$ cat config.mk
export PLATFORM = sky130hd
export DESIGN_NAME = mat_tile_loader
export DESIGN_NICKNAME = d
export VERILOG_FILES = /design/src/rtl/mat_tile_loader.sv
export SDC_FILE = /design/constraint.sdc
export NUM_CORES = 1
export LEC_CHECK = 0
export BUFFER_PORTS_ARGS = -buffer_cell sky130_fd_sc_hd__buf_2
export CORE_MARGIN = 5
export CORE_UTILIZATION = 44
export DETAILED_ROUTE_END_ITERATION = 10
export PLACE_DENSITY = 0.71
export SLEW_MARGIN = 20
export SYNTH_ARGS = -nofsm -noshare
export SYNTH_HDL_FRONTEND = slang
export SYNTH_SLANG_ARGS = --single-unit
$ cat constraint.sdc
create_clock -name clk -period 1.81 [get_ports clk]
set_input_delay 0 -clock clk [delete_from_list [all_inputs] [get_ports clk]]
set_output_delay 0 -clock clk [all_outputs]
set_load 0.01 [all_outputs]
$ cat src/rtl/mat_tile_loader.sv
// Assembles a serial element stream into row-major N x N operand pairs and issues each pair as a one-cycle pulse.
// A one-deep hold slot lets the next tile load while the current one waits for issue_en.
module mat_tile_loader #(
  parameter int W_IN    = 8,
  parameter int N       = 2,
  parameter int K_TILES = 4,
  localparam int TW     = (K_TILES > 1) ? $clog2(K_TILES) : 1
) (
  input  logic                                clk,
  input  logic                                resetn,
  input  logic                                s_valid,
  output logic                                s_ready,
  input  logic signed [W_IN-1:0]              s_data,
  input  logic                                issue_en,
  output logic                                valid_out,
  output logic [N-1:0][N-1:0][W_IN-1:0]       matrix_1,
  output logic [N-1:0][N-1:0][W_IN-1:0]       matrix_2,
  output logic                                acc_first,
  output logic                                acc_last,
  output logic [TW-1:0]                       tile_idx,
  output logic                                busy
);

  localparam int CW = $clog2(N);
  localparam logic [CW-1:0] LAST_RC  = CW'(N - 1);
  localparam logic [TW-1:0] LAST_IDX = TW'(K_TILES - 1);

  typedef logic [N-1:0][N-1:0][W_IN-1:0] mat_t;
  typedef enum logic [1:0] {LOAD_M1, LOAD_M2, FULL} state_t;

  state_t          state_q, state_d;
  logic [CW-1:0]   row_q, row_d, col_q, col_d;
  mat_t            buf1_q, buf1_d, buf2_q, buf2_d;
  mat_t            m1_q, m1_d, m2_q, m2_d;
  logic            pending_q, pending_d;
  logic [TW-1:0]   tile_q, tile_d;
  logic            xfer, last_elem, slot_free, copy;

  assign s_ready   = (state_q != FULL);
  assign valid_out = pending_q && issue_en;
  assign xfer      = s_valid && s_ready;
  assign last_elem = (row_q == LAST_RC) && (col_q == LAST_RC);
  assign slot_free = !pending_q || valid_out;

  assign matrix_1  = m1_q;
  assign matrix_2  = m2_q;
  assign tile_idx  = tile_q;
  assign acc_first = valid_out && (tile_q == '0);
  assign acc_last  = valid_out && (tile_q == LAST_IDX);
  assign busy      = (state_q != LOAD_M1) || (row_q != '0) || (col_q != '0) || pending_q;

  always_comb begin
    state_d   = state_q;
    row_d     = row_q;
    col_d     = col_q;
    buf1_d    = buf1_q;
    buf2_d    = buf2_q;
    m1_d      = m1_q;
    m2_d      = m2_q;
    pending_d = pending_q;
    tile_d    = tile_q;
    copy      = 1'b0;

    if (valid_out) begin
      pending_d = 1'b0;
      tile_d    = (tile_q == LAST_IDX) ? '0 : tile_q + TW'(1);
    end

    if (xfer) begin
      if (state_q == LOAD_M1) buf1_d[row_q][col_q] = s_data;
      else                    buf2_d[row_q][col_q] = s_data;
      if (col_q == LAST_RC) begin
        col_d = '0;
        row_d = (row_q == LAST_RC) ? '0 : row_q + CW'(1);
      end else begin
        col_d = col_q + CW'(1);
      end
    end

    case (state_q)
      LOAD_M1: if (xfer && last_elem) state_d = LOAD_M2;
      LOAD_M2: begin
        if (xfer && last_elem) begin
          if (slot_free) begin
            copy    = 1'b1;
            state_d = LOAD_M1;
          end else begin
            state_d = FULL;
          end
        end
      end
      FULL: begin
        if (valid_out) begin
          copy    = 1'b1;
          state_d = LOAD_M1;
        end
      end
      default: state_d = LOAD_M1;
    endcase

    // buf2_d already holds the final M2 element arriving on this edge
    if (copy) begin
      m1_d      = buf1_d;
      m2_d      = buf2_d;
      pending_d = 1'b1;
    end
  end

  always_ff @(posedge clk) begin
    if (!resetn) begin
      state_q   <= LOAD_M1;
      row_q     <= '0;
      col_q     <= '0;
      buf1_q    <= '0;
      buf2_q    <= '0;
      m1_q      <= '0;
      m2_q      <= '0;
      pending_q <= 1'b0;
      tile_q    <= '0;
    end else begin
      state_q   <= state_d;
      row_q     <= row_d;
      col_q     <= col_d;
      buf1_q    <= buf1_d;
      buf2_q    <= buf2_d;
      m1_q      <= m1_d;
      m2_q      <= m2_d;
      pending_q <= pending_d;
      tile_q    <= tile_d;
    end
  end

endmodule

==> impl_metrics.env, run 1 <==
export IMPL_ys_types=31
export IMPL_antenna_found_initial=0
export IMPL_finalSetupViolations=98
export IMPL_dieArea_um2=13600
export IMPL_clock_skew_ns=0.008033
export IMPL_layout_cells_most_common="dfxtp_1"
export IMPL_post_drt_wl_per_cell_um=20.98
export IMPL_fin_util_pct=65.39
export IMPL_nets=605
export IMPL_synth_fp_nets=504
export IMPL_synth_area_leaders="dfxtp_1, mux2i_1, nor2b_1"
export IMPL_critPathRequiredTime_ns=2.15
export IMPL_first_global_vias=3901
export IMPL_leakage_nw=2.936
export IMPL_synth_seq_cells=135
export IMPL_avgSynthCellArea_um2=10.27
export IMPL_multi_input_area_um2=2680
export IMPL_critical_path_class="reg2reg"
export IMPL_gp_congestion=0.7968
export IMPL_slew_headroom_pct=66.72
export IMPL_grt_ovfl_total=0
export IMPL_start_kind="register"
export IMPL_rsz0062_at_grt="true"
export IMPL_cts_buffer_depth=2
export IMPL_grt_max_degree=54
export IMPL_cts_hold_buffers=0
export IMPL_rows=39
export IMPL_critPathCaptureType="register"
export IMPL_core_area_um2=11270
export IMPL_fp_dieW_um=116.6
export IMPL_ys_flop_type="dfxtp_1"
export IMPL_grt_met3_usage_pct=6.269
export IMPL_min_path_type="in2reg"
export IMPL_grt_use_total_pct=19.09
export IMPL_netlist_instances=487
export IMPL_report_final_slew_viol_count=0
export IMPL_fin_setup_tns_ns=-6.099
export IMPL_critPathMaxFanout=9
export IMPL_fillCellCount=741
export IMPL_peakVddDrop_uv=778.8
export IMPL_power_density_nw_per_um2=980.8
export IMPL_cap_violations=0
export IMPL_yosysSeqAreaShare_pct=54.04
export IMPL_diodes=0
export IMPL_hold_viol=0
export IMPL_top_usage_layer="met2"
export IMPL_area_delta_synth_final_pct=47.39
export IMPL_grt_pass1_wl_um=19870
export IMPL_start_util_pct=44.37
export IMPL_clk_latency_ns=0.42
export IMPL_status="complete, but fails checks"
export IMPL_dp_hpwl_um=7301
export IMPL_clk_pin_slew_worst_paths_ns=0.06
export IMPL_clockRootBuffer="clkbuf_16"
export IMPL_seqCellArea_um2=2705
export IMPL_post_drt_via_cell_ratio=5.532
export IMPL_firstDrtPassIters=5
export IMPL_period_share_pct=107.5
export IMPL_use_met2_pct=29.71
export IMPL_arrival_ns=2.28
export IMPL_fin_total_pwr_mw=7.229
export IMPL_layout_common_cells="dfxtp_1, buf_2, nor2b_1"
export IMPL_failed_checks="negative setup slack"
export IMPL_drc=0
export IMPL_grt_use_met1_pct=24.93
export IMPL_yosysTopAreaCellShare_pct=54.04
export IMPL_synth_enable_flop_cells=0
export IMPL_clock_sinks=135
export IMPL_drtIter0Drc=325
export IMPL_pre_cts_slack_ns=-0.1352
export IMPL_fmax_mhz=514.0
export IMPL_die_h_um=116.6
export IMPL_ioPinCount=83
export IMPL_cts_htree_levels=4
export IMPL_worst_pin_slew_ns=0.4992
export IMPL_async_flop_share_pct=0
export IMPL_drt_total_wl_um=15610
export IMPL_portBuffers=82
export IMPL_cts_buffers=17
export IMPL_fin_hold_ws_ns=0.02004
export IMPL_cts_tree="done"
export IMPL_drive_above_1_share_pct=42.10
export IMPL_setup_ws_ns=-0.1356
export IMPL_yosysTopAreaCell="dfxtp_1"
export IMPL_antenna_left=0
export IMPL_period_needed_ns=1.946
export IMPL_vias=4116
export IMPL_syn_area_um2=5001
export IMPL_yosysWarnings=0
layer usage:
layer	vias up	share of wire, %
met5	-	0
met1	2017	42
met3	44	7.3
met4	0	2.6
li1	1880	-
met2	175	48
kinds of logic (layout without fill, tap and decap cells):
logic type	Yosys count	count (layout)	share of synthesized area (%)
compound gates	134	134	13.94
xor+xnor	2	2	0.3503
fa+ha+maj	5	5	1.251
buf+inv	50	164	5.104
flops	135	135	54.04
mux	65	65	13.03
simple gates	96	96	12.28
through the flow:
stage               area, um^2  std cells
detailed placement        5578        690
floorplan                 5001        487
finish                    7371        744
global route              7371        744
global placement          5578        690
CTS                       6524        730
sequential cells by signal, summed over array words and instances, names as in the netlist:
register / cells
row_q: 1
matrix_1: 32
pending_q: 1
tile_idx: 2
matrix_2: 32
state_q: 2
col_q: 1
buf2_q: 32
buf1_q: 32
worst max-delay path: stages (launching register included):
cell and delay, ns:
dfxtp_2 0.35, inv_4 0.05, ha_4 0.17, buf_6 0.10, nand4b_4 0.17, o31ai_4 0.33
clkbuf_16 0.25, clkbuf_16 0.15, o21ai_0 0.10, a21oi_1 0.18
power breakdown:
part / internal (mW) / switching (mW) / total (mW)
sequential: 3.01 / 0.0228 / 3.03
combinational: 0.151 / 0.203 / 0.353
clock: 2.55 / 1.30 / 3.85
total: 5.71 / 1.52 / 7.23
Yosys cell counts (4+ instances only):
library cell and n:
o21ai_0 64, clkbuf_1 24, a21oi_1 65, ha_1 5
buf_2 12, buf_6 6, inv_1 6, nand3b_1 4
nor2b_1 69, mux2i_1 64, nand2_1 8, dfxtp_1 135
worst paths after layout:
check / startpoint / endpoint / slack [ns] / cells after the start
worst min-delay path: issue_en / pending_q / 0.02 / 3
worst min register to register: buf1_q[20] / buf1_q[20] / 0.52 / 2
worst max register to register: state_q[0] / matrix_1[1] / -0.14 / 9
worst max-delay path: state_q[0] / matrix_1[1] / -0.14 / 9
area by class of cell:
| cell class | count | share of cell area (%) |
|---|---|---|
| flip-flops and latches | 135 | 36.70 |
| multi-input cells | 302 | 36.36 |
| repair buffers | 126 | 15.16 |
| clock buffers | 20 | 6.332 |
| clock inverters | 12 | 2.682 |
| well taps | 143 | 2.427 |
| inverters | 6 | 0.3395 |
repair_timing:
| action | in CTS | in global routing |
|---|---|---|
| endpoints found under the hold margin | 0 | 0 |
| gates cloned | 4 | 12 |
| pin swaps | 5 | 11 |
| gates resized for setup | 29 | 132 |
| endpoints found under the setup margin | 96 | 111 |
| buffers inserted | 4 | 3 |
Note: power is estimated with default switching activity, not from simulation.
==> run 2, diff against run 1 <==
Settings changed: CORE_MARGIN 5 to 2, CTS_BUF_LIST set to sky130_fd_sc_hd__clkbuf_8.
==> run 2 against run 1 <==
Effect of this change:
- the flow now finishes without violations
- core utilization is 7.6 points lower
- die area is 10% lower
- combinational power is 14% lower
- setup slack better by 0.18 ns
- final area is 14% lower
- final cell count is 3.4% lower
- global-route usage is 0.88 points lower
- via count is 9.3% lower
- maximum frequency is 10% higher
- register-to-register slack better by 0.18 ns
- non-clock buffer count is 18 lower
- highest routed layer unchanged
==> impl_metrics.env, run 2 (synthesized netlist as in run 1, its figures left out) <==
export IMPL_status="completed"
export IMPL_rsz0062_at_grt="true"
export IMPL_layout_cells_most_common="dfxtp_1"
export IMPL_core_area_um2=10980
export IMPL_power_density_nw_per_um2=881.9
export IMPL_gp_congestion=0.8222
export IMPL_worst_path_max_delay_cell="dfxtp_2"
export IMPL_path_depth=8
export IMPL_min_path_type="in2reg"
export IMPL_critPathCaptureType="register"
export IMPL_reg2reg_slack_ns=0.05
export IMPL_r2r_cells=8
export IMPL_cts_buffers=17
export IMPL_antenna_left=0
export IMPL_clockRootBuffer="clkbuf_8"
export IMPL_portBuffers=82
export IMPL_clk_pin_slew_worst_paths_ns=0.07
export IMPL_drc=0
export IMPL_setup_worst_path_end="matrix_2[7]"
export IMPL_fillCellCount=929
export IMPL_critPathMaxFanout=9
export IMPL_placed_cells=681
export IMPL_die_h_um=110.6
export IMPL_leakage_nw=2.703
export IMPL_start_kind="register"
export IMPL_cts_hold_buffers=0
export IMPL_drt_total_wl_um=12400
export IMPL_stdcell_count=719
export IMPL_hold_viol=0
export IMPL_dieArea_um2=12230
export IMPL_ioPinCount=83
export IMPL_grt_pass1_wl_um=17800
export IMPL_area_delta_synth_final_pct=27.00
export IMPL_path_buf_inv=3
export IMPL_clock_sinks=135
export IMPL_startpoint="state_q[0]"
export IMPL_dp_hpwl_um=6772
export IMPL_cts_buffer_depth=2
export IMPL_nets=587
export IMPL_worst_pin_slew_ns=0.4099
export IMPL_pre_cts_slack_ns=-0.07231
export IMPL_peakVddDrop_uv=799.8
export IMPL_worstReg2RegStart="state_q[0]"
export IMPL_drive_above_1_share_pct=29.71
export IMPL_firstDrtPassIters=5
export IMPL_grt_max_degree=95
export IMPL_diodes=0
export IMPL_hp_start="s_data[7]"
export IMPL_crit_family="compound AO/OA/AOI/OAI gates"
export IMPL_antenna_found_initial=0
export IMPL_report_final_slew_viol_count=0
export IMPL_cp_cell_sequence="inv_4 > ha_4 > nand4b_4 > o31ai_4 > buf_12 > buf_12 > o21ai_0 > a21oi_1"
export IMPL_post_drt_wl_per_cell_um=17.24
export IMPL_grt_ovfl_total=0
export IMPL_critical_path_class="reg2reg"
export IMPL_period_needed_ns=1.763
export IMPL_cap_violations=0
export IMPL_period_share_pct=97.41
export IMPL_crit_top_cell="buf_12"
export IMPL_vias=3732
export IMPL_clk_latency_ns=0.43
export IMPL_rows=38
export IMPL_fmax_mhz=567.1
export IMPL_cpPeakStageDelay_ns=0.35
export IMPL_clock_skew_ns=0.01197
export IMPL_fin_total_pwr_mw=5.601
export IMPL_fp_dieW_um=110.6
export IMPL_arrival_ns=2.10
export IMPL_drtIter0Drc=137
export IMPL_cts_tree="done"
export IMPL_first_global_vias=3575
export IMPL_grt_use_total_pct=18.21
export IMPL_slew_headroom_pct=72.61
export IMPL_layout_common_cells="dfxtp_1, buf_2, nor2b_1"
export IMPL_cts_htree_levels=4
export IMPL_finalSetupViolations=0
export IMPL_start_util_pct=45.53
export IMPL_r2r_end="matrix_2[7]"
export IMPL_post_drt_via_cell_ratio=5.191
export IMPL_critPathRequiredTime_ns=2.15
export IMPL_setup_ws_ns=0.04679
## run 2: changes by cell type in the layout (fill, tap and decap cells not counted), moves of 19 or more
cell,delta
a21oi_1,+31
mux2i_1,+23
clkbuf_16,-20
clkbuf_8,+19
mux2i_4,-19
a21oi_2,-27
## run 2: layer usage
layer  GRT usage [%]  vias to the layer above  wire (um)
li1                -                     1817          -
met1           23.95                     1816       5788
met2           28.14                       91       5880
met3           5.982                        8        655
met4           6.333                        0         74
met5               0                        -          0
## run 2: timing repair
item | 4_1_cts | 5_1_grt
resized for setup | 1 | 63
setup buffers | 2 | 0
gates cloned | 1 | 7
endpoints found under the setup margin | 48 | 115
pin swaps | 2 | 2
## run 2: area by class of cell
class	count	area [um^2]	share of cell area (%)
timing repair buffer	108	819.5	12.90
sequential	135	2705	42.59
multi-input combinational	302	2271	35.76
clock inverter	6	52.55	0.8274
clock buffer	22	302.8	4.768
tap	140	175.2	2.758
inverter	6	25.02	0.3940
## run 2: power breakdown
| part | total (mW) | leakage [nW] | internal [mW] | switching [mW] |
|---|---|---|---|---|
| clock network | 2.27 | 0.195 | 1.22 | 1.05 |
| registers | 3.03 | 1.09 | 3.00 | 0.0219 |
| logic | 0.304 | 1.42 | 0.130 | 0.174 |
| total | 5.60 | 2.70 | 4.36 | 1.24 |
## run 2: how the worst min path moves through the flow
| stage | endpoint | slack, ns | depth (start not counted) |
|---|---|---|---|
| final | buf1_q[15] | 0.03 | 3 |
| after global routing | buf1_q[15] | 0.03 | 3 |
| after global placement | acc_first | 0.39 | 3 |
| after floorplan | acc_first | 0.17 | 1 |
| after CTS | buf2_q[15] | 0.007 | 3 |
| after detailed placement | acc_first | 0.39 | 3 |
## run 2: worst reg2reg max path, cell delays in order (launching register included)
cell and delay (ns):
dfxtp_2 0.35, inv_4 0.05, ha_4 0.17, nand4b_4 0.18
o31ai_4 0.32, buf_12 0.20, buf_12 0.13, o21ai_0 0.08
a21oi_1 0.18
## run 2: stage by stage
stage / utilization (%) / instance area, um^2 / hold WS [ns] / setup TNS (ns)
3_3_place_gp: 50.30 / 5524 / 0.3891 / 0
4_1_cts: 54.00 / 5931 / 0.007417 / 0
6_report: 57.83 / 6351 / 0.02936 / 0
5_1_grt: 57.83 / 6351 / 0.03007 / -0.4139
2_1_floorplan: - / 5001 / 0.1749 / 0
3_5_place_dp: 50.30 / 5524 / 0.3892 / -1.825
